<file path="config.mk">
export PLATFORM = sky130hd
export DESIGN_NAME = task_dispatch_controller
export DESIGN_NICKNAME = d
export VERILOG_FILES = /design/src/rtl/task_dispatch_controller.sv
export SDC_FILE = /design/constraint.sdc
export NUM_CORES = 2
export LEC_CHECK = 0
export CORE_MARGIN = 4
export CORE_UTILIZATION = 34
export DETAILED_ROUTE_END_ITERATION = 10
export PLACE_DENSITY = 0.51
export RECOVER_POWER = 25
export SLEW_MARGIN = 20
export SYNTH_ARGS = -nofsm -noshare
export SYNTH_HDL_FRONTEND = slang
export SYNTH_HIERARCHICAL = 1
export SYNTH_SLANG_ARGS = --single-unit
</file>
<file path="constraint.sdc">
create_clock -name clk -period 17.48 [get_ports clk]
set_clock_uncertainty 0.15 [all_clocks]
set_input_delay 1.748 -clock clk [delete_from_list [all_inputs] [get_ports clk]]
set_output_delay 1.748 -clock clk [all_outputs]
set_load 0.01 [all_outputs]
</file>
<file path="src/rtl/task_dispatch_controller.sv">
// task_dispatch_controller: sequences a pre-computed task-to-core schedule.
// Latches the assignment map, per-task cycle counts and frequency levels on
// start, validates the map, then runs each core's tasks back-to-back in
// ascending task index while counting the makespan.

// Per-core engine: picks the lowest-index pending task owned by this core and
// counts down its occupancy, reloading on the final cycle so there is no bubble.
module tdc_lane #(
    parameter int NUM_TASKS  = 10,
    parameter int DATA_WIDTH = 32,
    parameter int LVL_WIDTH  = 3
) (
    input  logic                            clk,
    input  logic                            reset,
    input  logic                            run,
    input  logic [NUM_TASKS-1:0]            assigned,
    input  logic [NUM_TASKS-1:0]            pending,
    input  logic [DATA_WIDTH*NUM_TASKS-1:0] exec_cycles,
    input  logic [LVL_WIDTH*NUM_TASKS-1:0]  freq_level,
    output logic [NUM_TASKS-1:0]            take,
    output logic                            free,
    output logic                            core_busy,
    output logic [3:0]                      core_task,
    output logic [LVL_WIDTH-1:0]            core_freq
);
    logic [DATA_WIDTH-1:0] cnt;
    logic [DATA_WIDTH-1:0] exec_sel;
    logic [LVL_WIDTH-1:0]  freq_sel;
    logic [NUM_TASKS-1:0]  cand;
    logic [3:0]            sel;
    logic                  has_next;

    assign cand     = assigned & pending;
    assign has_next = |cand;
    // Core can accept a new task this edge: idle, or in its last busy cycle.
    assign free     = !core_busy || (cnt == DATA_WIDTH'(1));

    // Lowest-index candidate; the one-hot claim goes back to the pending mask.
    always_comb begin
        sel = '0;
        for (int t = NUM_TASKS - 1; t >= 0; t--)
            if (cand[t]) sel = 4'(t);
        exec_sel = exec_cycles[int'(sel)*DATA_WIDTH +: DATA_WIDTH];
        freq_sel = freq_level[int'(sel)*LVL_WIDTH +: LVL_WIDTH];
        take     = (run && free) ? (cand & (~cand + 1'b1)) : '0;
    end

    // Occupancy counter; zero-length tasks still hold the core for one cycle.
    always_ff @(posedge clk or posedge reset) begin
        if (reset) begin
            cnt       <= '0;
            core_busy <= 1'b0;
            core_task <= '0;
            core_freq <= '0;
        end else if (run) begin
            if (free) begin
                if (has_next) begin
                    core_busy <= 1'b1;
                    core_task <= sel;
                    core_freq <= freq_sel;
                    cnt       <= (exec_sel == '0) ? DATA_WIDTH'(1) : exec_sel;
                end else begin
                    core_busy <= 1'b0;
                    cnt       <= '0;
                end
            end else begin
                cnt <= cnt - 1'b1;
            end
        end
    end
endmodule

module task_dispatch_controller #(
    parameter int NUM_TASKS      = 10,
    parameter int NUM_PROCESSORS = 3,
    parameter int DATA_WIDTH     = 32,
    parameter int LVL_WIDTH      = 3
) (
    input  logic                                clk,
    input  logic                                reset,
    input  logic                                start,
    input  logic [NUM_PROCESSORS*NUM_TASKS-1:0] processor_assignment,
    input  logic [DATA_WIDTH*NUM_TASKS-1:0]     exec_cycles,
    input  logic [LVL_WIDTH*NUM_TASKS-1:0]      freq_level,
    output logic                                busy,
    output logic [NUM_PROCESSORS-1:0]           core_busy,
    output logic [4*NUM_PROCESSORS-1:0]         core_task,
    output logic [LVL_WIDTH*NUM_PROCESSORS-1:0] core_freq,
    output logic                                done,
    output logic                                error,
    output logic [DATA_WIDTH-1:0]               makespan
);
    typedef enum logic [1:0] {IDLE, CHECK, RUN, FINISH} state_t;

    state_t state, state_nxt;

    logic [NUM_PROCESSORS*NUM_TASKS-1:0]            asg_q;
    logic [DATA_WIDTH*NUM_TASKS-1:0]                exec_q;
    logic [LVL_WIDTH*NUM_TASKS-1:0]                 freq_q;
    logic [NUM_TASKS-1:0]                           pending;
    logic [NUM_TASKS-1:0][NUM_PROCESSORS-1:0]       task_col;
    logic [NUM_TASKS-1:0]                           task_ok;
    logic [NUM_PROCESSORS-1:0][NUM_TASKS-1:0]       take;
    logic [NUM_TASKS-1:0]                           take_all;
    logic [NUM_PROCESSORS-1:0]                      free;
    logic                                           map_bad;
    logic                                           run;

    assign run = (state == RUN);

    // A task is valid only when exactly one core claims it.
    for (genvar t = 0; t < NUM_TASKS; t++) begin : g_col
        for (genvar p = 0; p < NUM_PROCESSORS; p++) begin : g_bit
            assign task_col[t][p] = asg_q[p*NUM_TASKS + t];
        end
        assign task_ok[t] = (task_col[t] != '0) &&
                            ((task_col[t] & (task_col[t] - 1'b1)) == '0);
    end
    assign map_bad = ~&task_ok;

    for (genvar p = 0; p < NUM_PROCESSORS; p++) begin : g_lane
        tdc_lane #(
            .NUM_TASKS (NUM_TASKS),
            .DATA_WIDTH(DATA_WIDTH),
            .LVL_WIDTH (LVL_WIDTH)
        ) u_lane (
            .clk        (clk),
            .reset      (reset),
            .run        (run),
            .assigned   (asg_q[p*NUM_TASKS +: NUM_TASKS]),
            .pending    (pending),
            .exec_cycles(exec_q),
            .freq_level (freq_q),
            .take       (take[p]),
            .free       (free[p]),
            .core_busy  (core_busy[p]),
            .core_task  (core_task[p*4 +: 4]),
            .core_freq  (core_freq[p*LVL_WIDTH +: LVL_WIDTH])
        );
    end

    // Tasks claimed by any core this edge leave the pending mask.
    always_comb begin
        take_all = '0;
        for (int p = 0; p < NUM_PROCESSORS; p++) take_all |= take[p];
    end

    // State register.
    always_ff @(posedge clk or posedge reset) begin
        if (reset) state <= IDLE;
        else       state <= state_nxt;
    end

    // Next-state: run ends once nothing is pending and every core is on its
    // last cycle or already idle.
    always_comb begin
        state_nxt = state;
        case (state)
            IDLE:    if (start) state_nxt = CHECK;
            CHECK:   state_nxt = map_bad ? FINISH : RUN;
            RUN:     if (pending == '0 && &free) state_nxt = FINISH;
            FINISH:  state_nxt = IDLE;
            default: state_nxt = IDLE;
        endcase
    end

    // Status outputs decoded from state.
    always_comb begin
        busy = (state != IDLE);
        done = (state == FINISH);
    end

    // Input latch, pending mask, error flag and saturating makespan counter.
    always_ff @(posedge clk or posedge reset) begin
        if (reset) begin
            asg_q    <= '0;
            exec_q   <= '0;
            freq_q   <= '0;
            pending  <= '0;
            error    <= 1'b0;
            makespan <= '0;
        end else begin
            case (state)
                IDLE: if (start) begin
                    asg_q    <= processor_assignment;
                    exec_q   <= exec_cycles;
                    freq_q   <= freq_level;
                    pending  <= '0;
                    error    <= 1'b0;
                    makespan <= '0;
                end
                CHECK: begin
                    if (map_bad) error   <= 1'b1;
                    else         pending <= '1;
                end
                RUN: begin
                    pending <= pending & ~take_all;
                    if (|core_busy && makespan != {DATA_WIDTH{1'b1}})
                        makespan <= makespan + 1'b1;
                end
                default: ;
            endcase
        end
    end
endmodule

</file>
## Word-level counts from Yosys, hierarchy flattened

Cells that the tools add are included.

- Bits in read-only memories: 0
- Memory bits (writable): 0
- Memories: 0
- Logic and storage cells: 205
- Register bits after elaboration: 545
- Latch bits: 0
- Input port bits: 383

- Bitwise operators: 23
- Divide/modulo/power cells: 0
- Multiply operators: 3
- Reductions and logical operators: 67
- Add/subtract/negate cells: 17
- Eq/ne operators: 12
- Muxes and demuxes: 58
- Shift operators: 6
- Order comparisons: 0

Operators with widths:

| cell | number |
|---|---|
| $shiftx A320 B10 Y32 | 3 |
| $mux W32 | 11 |
| $mux W4 | 30 |
| $eq A32 B1 Y1 const B | 3 |
| $logic_not A32 Y1 | 3 |
| $shiftx A30 B32 Y3 | 3 |
| $sub A32 B1 Y32 const B | 3 |
| $and A10 B10 Y10 | 7 |
| $pmux W32 S2 | 1 |
| $mux W10 | 5 |
| $not A10 Y10 | 4 |
| $reduce_bool A3 Y1 | 11 |
| $add A32 B1 Y32 const B | 1 |
| $ne A32 B32 Y1 const B | 1 |
| $add A10 B1 Y10 const B | 3 |
| $and A3 B3 Y3 | 10 |
| $logic_not A3 Y1 | 10 |
| $pmux W10 S3 | 1 |
| $reduce_or A10 Y1 | 3 |
| $sub A3 B1 Y3 const B | 10 |
| $reduce_and A3 Y1 | 7 |
| $or A10 B10 Y10 | 2 |
| $mul A4 B2 Y6 const B | 3 |
| $logic_and A1 B1 Y1 | 15 |
| other kinds (15) | 36 |

## Longest topological paths before layout

- Depth after elaboration: 16
- Depth in mapped cells: 13
- Mapped depth without buffers: 11

## Hierarchy

The synthesis kept the hierarchy.

By module, submodules not included:

| module | instances | cells an instance | area an instance (sq um) | sequential area each (sq um) |
|---|---|---|---|---|
| task_dispatch_controller | 1 | 1133 | 16905.0 | 10635.2 |
| tdc_lane (g_lane[0].u_lane ...) | 2 | 901 | 6107.1 | 1001.0 |
| tdc_lane (g_lane[2].u_lane) | 1 | 794 | 5537.8 | 1001.0 |

## Least setup slack after synthesis

OpenSTA, ideal clock, no wires.

- Kind: input -> register
- Start: in start
- End: reg exec_q[100]
- Data required time: 17205 ps
- Setup time: 125 ps
- Arrival time: 3086 ps
- Cell stages on the path: 5
- Setup slack: 14120 ps
- Cells stage by stage: nand2_1 -> clkbuf_1 -> clkbuf_1 -> clkbuf_1 -> mux2_2

- Word-level cells in the longest chain between the ends: 1

Ends and longest elaborated chain:

| what | line | source |
|---|---|---|
| start: declaration | 81 | `input logic start,` |
| $reduce_and A2 Y1 (no source line) | -- |  |
| end signal: assignment | 186 | `exec_q <= exec_cycles;` |
| end: declaration | 98 | `logic [DATA_WIDTH*NUM_TASKS-1:0] exec_q;` |

Every way passes these cells.
A chain may end at the register's enable or synchronous reset.

==> flow_summary.html <==
<table>
<tr><th>Metric</th><th>Value</th></tr>
<tr><th colspan="2">Run status</th></tr>
<tr><td>Status</td><td>complete, but fails checks</td></tr>
<tr><td>Violations in the final reports</td><td>max-capacitance violations, max-slew violations</td></tr>
<tr><th colspan="2">STA</th></tr>
<tr><td>Ratio of final minimum period to clock period</td><td>between 40% and 50%</td></tr>
<tr><td>Total count of hold-check failures in the final report</td><td>0</td></tr>
<tr><td>Shortest clock period the worst path allows after layout</td><td>a little under 8 ns</td></tr>
<tr><td>Top achievable clock speed</td><td>around 130 MHz</td></tr>
<tr><td>Relative slew slack</td><td>-154.2%</td></tr>
<tr><td>Final number of max-transition violations</td><td>approximately 300</td></tr>
<tr><td>Unrepaired setup endpoints after global routing</td><td>false</td></tr>
<tr><td>Worst slew pin tran</td><td>approximately 3.8 ns</td></tr>
<tr><td>Min setup slack post-route</td><td>about 9.6 ns</td></tr>
<tr><td>Setup-failing EPs final</td><td>0</td></tr>
<tr><td>Total Negative Setup Slacks</td><td>0 ns</td></tr>
<tr><th colspan="2">Drt</th></tr>
<tr><td>M1 WL</td><td>around 80,000 um</td></tr>
<tr><td>Total detailed-routing wirelength</td><td>~200,000 um</td></tr>
<tr><td>Antenna-violating nets left</td><td>0</td></tr>
<tr><td>Number of vias in the routed layout</td><td>36,180</td></tr>
<tr><td>Highest metal layer used by the detailed router</td><td>met5</td></tr>
<tr><td>Drt pass-1 iters</td><td>9</td></tr>
<tr><td>Met3 Routed Length</td><td>about 23,000 um</td></tr>
<tr><td>Post-detailed-route wirelength per cell</td><td>about 36 um</td></tr>
<tr><td>Number of vias per cell after detailed routing</td><td>roughly 6.6</td></tr>
<tr><td>First DRT Iteration DRCs</td><td>around 5,100</td></tr>
<tr><td>Drc violations</td><td>0</td></tr>
<tr><td>Detailed-routed wire length on met2</td><td>80,890 um</td></tr>
<tr><th colspan="2">Cells and area</th></tr>
<tr><td>Layout Nets</td><td>4,459</td></tr>
<tr><td>Final Non-Filler Cells</td><td>5,478</td></tr>
<tr><td>Commonest non-fill, non-tap cells in the layout</td><td>545 x sky130_fd_sc_hd__dfrtp_1, 439 x sky130_fd_sc_hd__clkdlybuf4s50_1, 435 x sky130_fd_sc_hd__nand2_1</td></tr>
<tr><td>Post-route standard cell area excluding fillers</td><td>approximately 43,000 um2</td></tr>
<tr><td>Layout cells sized above 1</td><td>between 10% and 20%</td></tr>
<tr><td>Area Overhead vs Synth</td><td>23.51%</td></tr>
<tr><td>Most common cell after layout, fill and taps aside</td><td>sky130_fd_sc_hd__dfrtp_1</td></tr>
<tr><th colspan="2">Placed design</th></tr>
<tr><td>Port Buffer Count</td><td>between 400 and 500</td></tr>
<tr><td>Place WS</td><td>~12 ns</td></tr>
<tr><td>Placed instance count</td><td>between 5,000 and 6,000</td></tr>
<tr><td>Placed cell areas</td><td>40,450 um2</td></tr>
<tr><td>Gpl congestion</td><td>between 1 and 1.5</td></tr>
<tr><td>Total half-perimeter wirelength after legalization and detailed placement</td><td>around 150,000 um</td></tr>
<tr><th colspan="2">Worst setup path</th></tr>
<tr><td>Critical Path Fanout Max</td><td>73</td></tr>
<tr><td>Required time of the critical path</td><td>between 15 and 20 ns</td></tr>
<tr><td>Sort of element at the end of the critical path</td><td>asynchronous set/reset pin</td></tr>
<tr><td>Worst Path Class, Setup</td><td>in2async</td></tr>
<tr><td>Critical Path Start Type</td><td>input port</td></tr>
<tr><td>Worst EP arrival</td><td>roughly 7.8 ns</td></tr>
<tr><th colspan="2">Worst hold path</th></tr>
<tr><td>Class of the most critical hold timing path</td><td>reg2reg</td></tr>
<tr><th colspan="2">Clock tree</th></tr>
<tr><td>TritonCTS sink count</td><td>545</td></tr>
<tr><td>Hold-fix buffers, CTS</td><td>0</td></tr>
<tr><td>Worst-Skew Late Latency</td><td>about 0.65 ns</td></tr>
<tr><td>Buffer depth of the longest clock path</td><td>3</td></tr>
<tr><td>Post-cts repair resize count</td><td>0</td></tr>
<tr><td>CTS Root Buffer Type</td><td>sky130_fd_sc_hd__clkbuf_16</td></tr>
<tr><td>Reg clk slew, reported paths</td><td>0.06 ns</td></tr>
<tr><td>Post-CTS Setup Bufs</td><td>0</td></tr>
<tr><td>Number of CTS-inserted buffers</td><td>67</td></tr>
<tr><td>Clock tree from TritonCTS</td><td>done</td></tr>
<tr><td>Deepest level of the CTS H-tree</td><td>3</td></tr>
<tr><th colspan="2">Power and ir drop</th></tr>
<tr><td>Flop pwr share</td><td>between 40 and 50%</td></tr>
<tr><td>Total power</td><td>between 6 and 7 mW</td></tr>
<tr><td>Part of the total power dissipated in the clock network</td><td>a little under a quarter</td></tr>
<tr><td>Net Sw Power</td><td>approximately 2.9 mW</td></tr>
<tr><td>Internal power component</td><td>approximately 3.6 mW</td></tr>
<tr><td>Part of the total power dissipated in combinational logic</td><td>approximately 35%</td></tr>
<tr><td>Sw Ratio</td><td>44.32%</td></tr>
<tr><td>Power per cell area</td><td>150.5 nW/um2</td></tr>
<tr><td>P_leak</td><td>roughly 17 nW</td></tr>
<tr><td>IR Drop Worst-Case VDD</td><td>between 100 and 150 uV</td></tr>
<tr><th colspan="2">Global routing</th></tr>
<tr><td>Pin count of the biggest net entering global routing</td><td>173</td></tr>
<tr><td>Total congestion overflow after global routing</td><td>0</td></tr>
<tr><td>Global-route wire length before repair</td><td>approximately 270,000 um</td></tr>
<tr><td>Global-route usage over all layers</td><td>between 30% and 40%</td></tr>
<tr><td>Vias in the first global route</td><td>roughly 34,000</td></tr>
<tr><td>Initial antenna violation count</td><td>13</td></tr>
<tr><th colspan="2">Flow run</th></tr>
<tr><td>Max-Cap Viols</td><td>6</td></tr>
<tr><th colspan="2">Synth</th></tr>
<tr><td>Number of unique standard cell types used by synthesis</td><td>~100</td></tr>
<tr><td>Number of instances in the synthesized netlist</td><td>approximately 3,700</td></tr>
<tr><td>Net count after synthesis</td><td>about 4,100</td></tr>
<tr><td>Number of warning messages in the yosys log</td><td>6</td></tr>
<tr><td>Syn Area/Cell</td><td>roughly 9.3 um2</td></tr>
<tr><td>Fraction of registers with async set/reset</td><td>between 90% and 100%</td></tr>
<tr><td>Most common flop cell mapped by yosys</td><td>sky130_fd_sc_hd__dfrtp_1</td></tr>
<tr><td>Mapped cell area</td><td>roughly 35,000 um2</td></tr>
<tr><td>Number of enable flip-flop cells after synthesis</td><td>0</td></tr>
<tr><td>Sequential cell area fraction in the yosys report</td><td>39.35%</td></tr>
<tr><td>Flops &amp; latches, synth</td><td>roughly 550</td></tr>
<tr><th colspan="2">Floorplanning</th></tr>
<tr><td>Die height</td><td>327.3 um</td></tr>
<tr><td>Total core area</td><td>100,600 um2</td></tr>
<tr><td>Number of standard-cell rows in the floorplan</td><td>between 100 and 150</td></tr>
<tr><td>Io pins</td><td>442</td></tr>
<tr><td>Overall die area</td><td>about 110,000 um2</td></tr>
<tr><td>X dimension of the die</td><td>~330 um</td></tr>
<tr><td>Starting density of the core</td><td>between 30% and 40%</td></tr>
</table>
-- final cells by class --
type | instances | area (um2)
fill | 9893 | 57780
clock inverter | 22 | 317.8
timing repair buffer | 539 | 5156
inverter | 26 | 105.1
tap | 1357 | 1698
antenna | 9 | 22.52
clock buffer | 95 | 1997
multi-input combinational | 2885 | 19870
sequential | 545 | 13640
-- layer usage --
layer  global-route usage [%]  vias to the layer above
met1                    47.81                    18120
met4                    19.70                       12
met3                    12.13                      621
met2                    50.65                     2466
met5                    1.223                        -
li1                         -                    14960
-- power by group through the flow --
stage	Combinational (mW)	Sequential, mW	Clock [mW]
global route	2.34	2.74	1.55
floorplan	1.41	2.11	0
global placement	2.10	2.69	0
finish	2.23	2.75	1.47
detailed placement	2.12	2.69	0
CTS	2.14	2.67	1.50
-- cell usage after synthesis, types with 74 or more instances --
| cell type | n | area [um2] |
|---|---|---|
| sky130_fd_sc_hd__mux2i_1 | 74 | 740.7 |
| sky130_fd_sc_hd__nand2_1 | 437 | 1640 |
| sky130_fd_sc_hd__nor3_1 | 129 | 645.6 |
| sky130_fd_sc_hd__o22ai_1 | 129 | 807.0 |
| sky130_fd_sc_hd__mux2_2 | 416 | 4684 |
| sky130_fd_sc_hd__nand3_1 | 179 | 895.9 |
| sky130_fd_sc_hd__a21oi_1 | 138 | 690.7 |
| sky130_fd_sc_hd__buf_2 | 83 | 415.4 |
| sky130_fd_sc_hd__o21ai_0 | 267 | 1336 |
| sky130_fd_sc_hd__nor2_1 | 177 | 664.4 |
| sky130_fd_sc_hd__clkbuf_1 | 154 | 578.1 |
| sky130_fd_sc_hd__dfrtp_1 | 545 | 13640 |
-- stage by stage --
| stage | hold WS (ns) | utilization, % |
|---|---|---|
| 6_report | 0.3268 | 42.56 |
| 5_1_grt | 0.3594 | 42.54 |
| 4_1_cts | 0.3283 | 42.52 |
| 3_5_place_dp | 0.3171 | 40.22 |
| 3_3_place_gp | 0.3043 | 40.19 |
| 2_1_floorplan | 0.2916 | - |
-- path summary, 6_finish.rpt --
check                                                startpoint                                         to  slack [ns]  depth (start not counted)
setup reg to reg                         pending[2]$_DFFE_PP0P_        g_lane[1].u_lane/cnt[0]$_DFFE_PP0P_       12.19                         12
hold / removal             g_lane[2].u_lane/cnt[30]$_DFFE_PP0P_       g_lane[2].u_lane/cnt[30]$_DFFE_PP0P_        0.33                          2
max in group clk                         pending[2]$_DFFE_PP0P_        g_lane[1].u_lane/cnt[0]$_DFFE_PP0P_       12.19                         12
hold reg to reg            g_lane[2].u_lane/cnt[30]$_DFFE_PP0P_       g_lane[2].u_lane/cnt[30]$_DFFE_PP0P_        0.33                          2
setup / recovery                                          reset                     exec_q[16]$_DFFE_PP0P_        9.61                          4
min in group asynchronous                                 reset  g_lane[1].u_lane/core_freq[1]$_DFFE_PP0P_        2.07                          2
-- worst max-delay path: stages --
cell                            delay [ns]
sky130_fd_sc_hd__dlygate4sd3_1        0.63
sky130_fd_sc_hd__clkinvlp_2           2.13
sky130_fd_sc_hd__clkbuf_1             1.08
sky130_fd_sc_hd__clkbuf_1             2.17
-- state kept, by name (all words and copies together), names as in the netlist, 9 cells and up --
signal	cells
g_lane.u_lane/cnt	96
g_lane.u_lane/core_task	12
asg_q	30
exec_q	320
makespan	32
pending	10
g_lane.u_lane/core_freq	9
freq_q	30
-- logic make-up after synthesis --
group	synth area share, %
AO/OA/AOI/OAI	21.73
XOR/XNOR	0.2022
multiplexers	16.25
buffers and inverters	3.903
flip-flops	39.35
AND/OR/NAND/NOR	18.13
adder cells (fa/ha/maj)	0.4332
No activity file was read; power rests on OpenSTA's default activity.
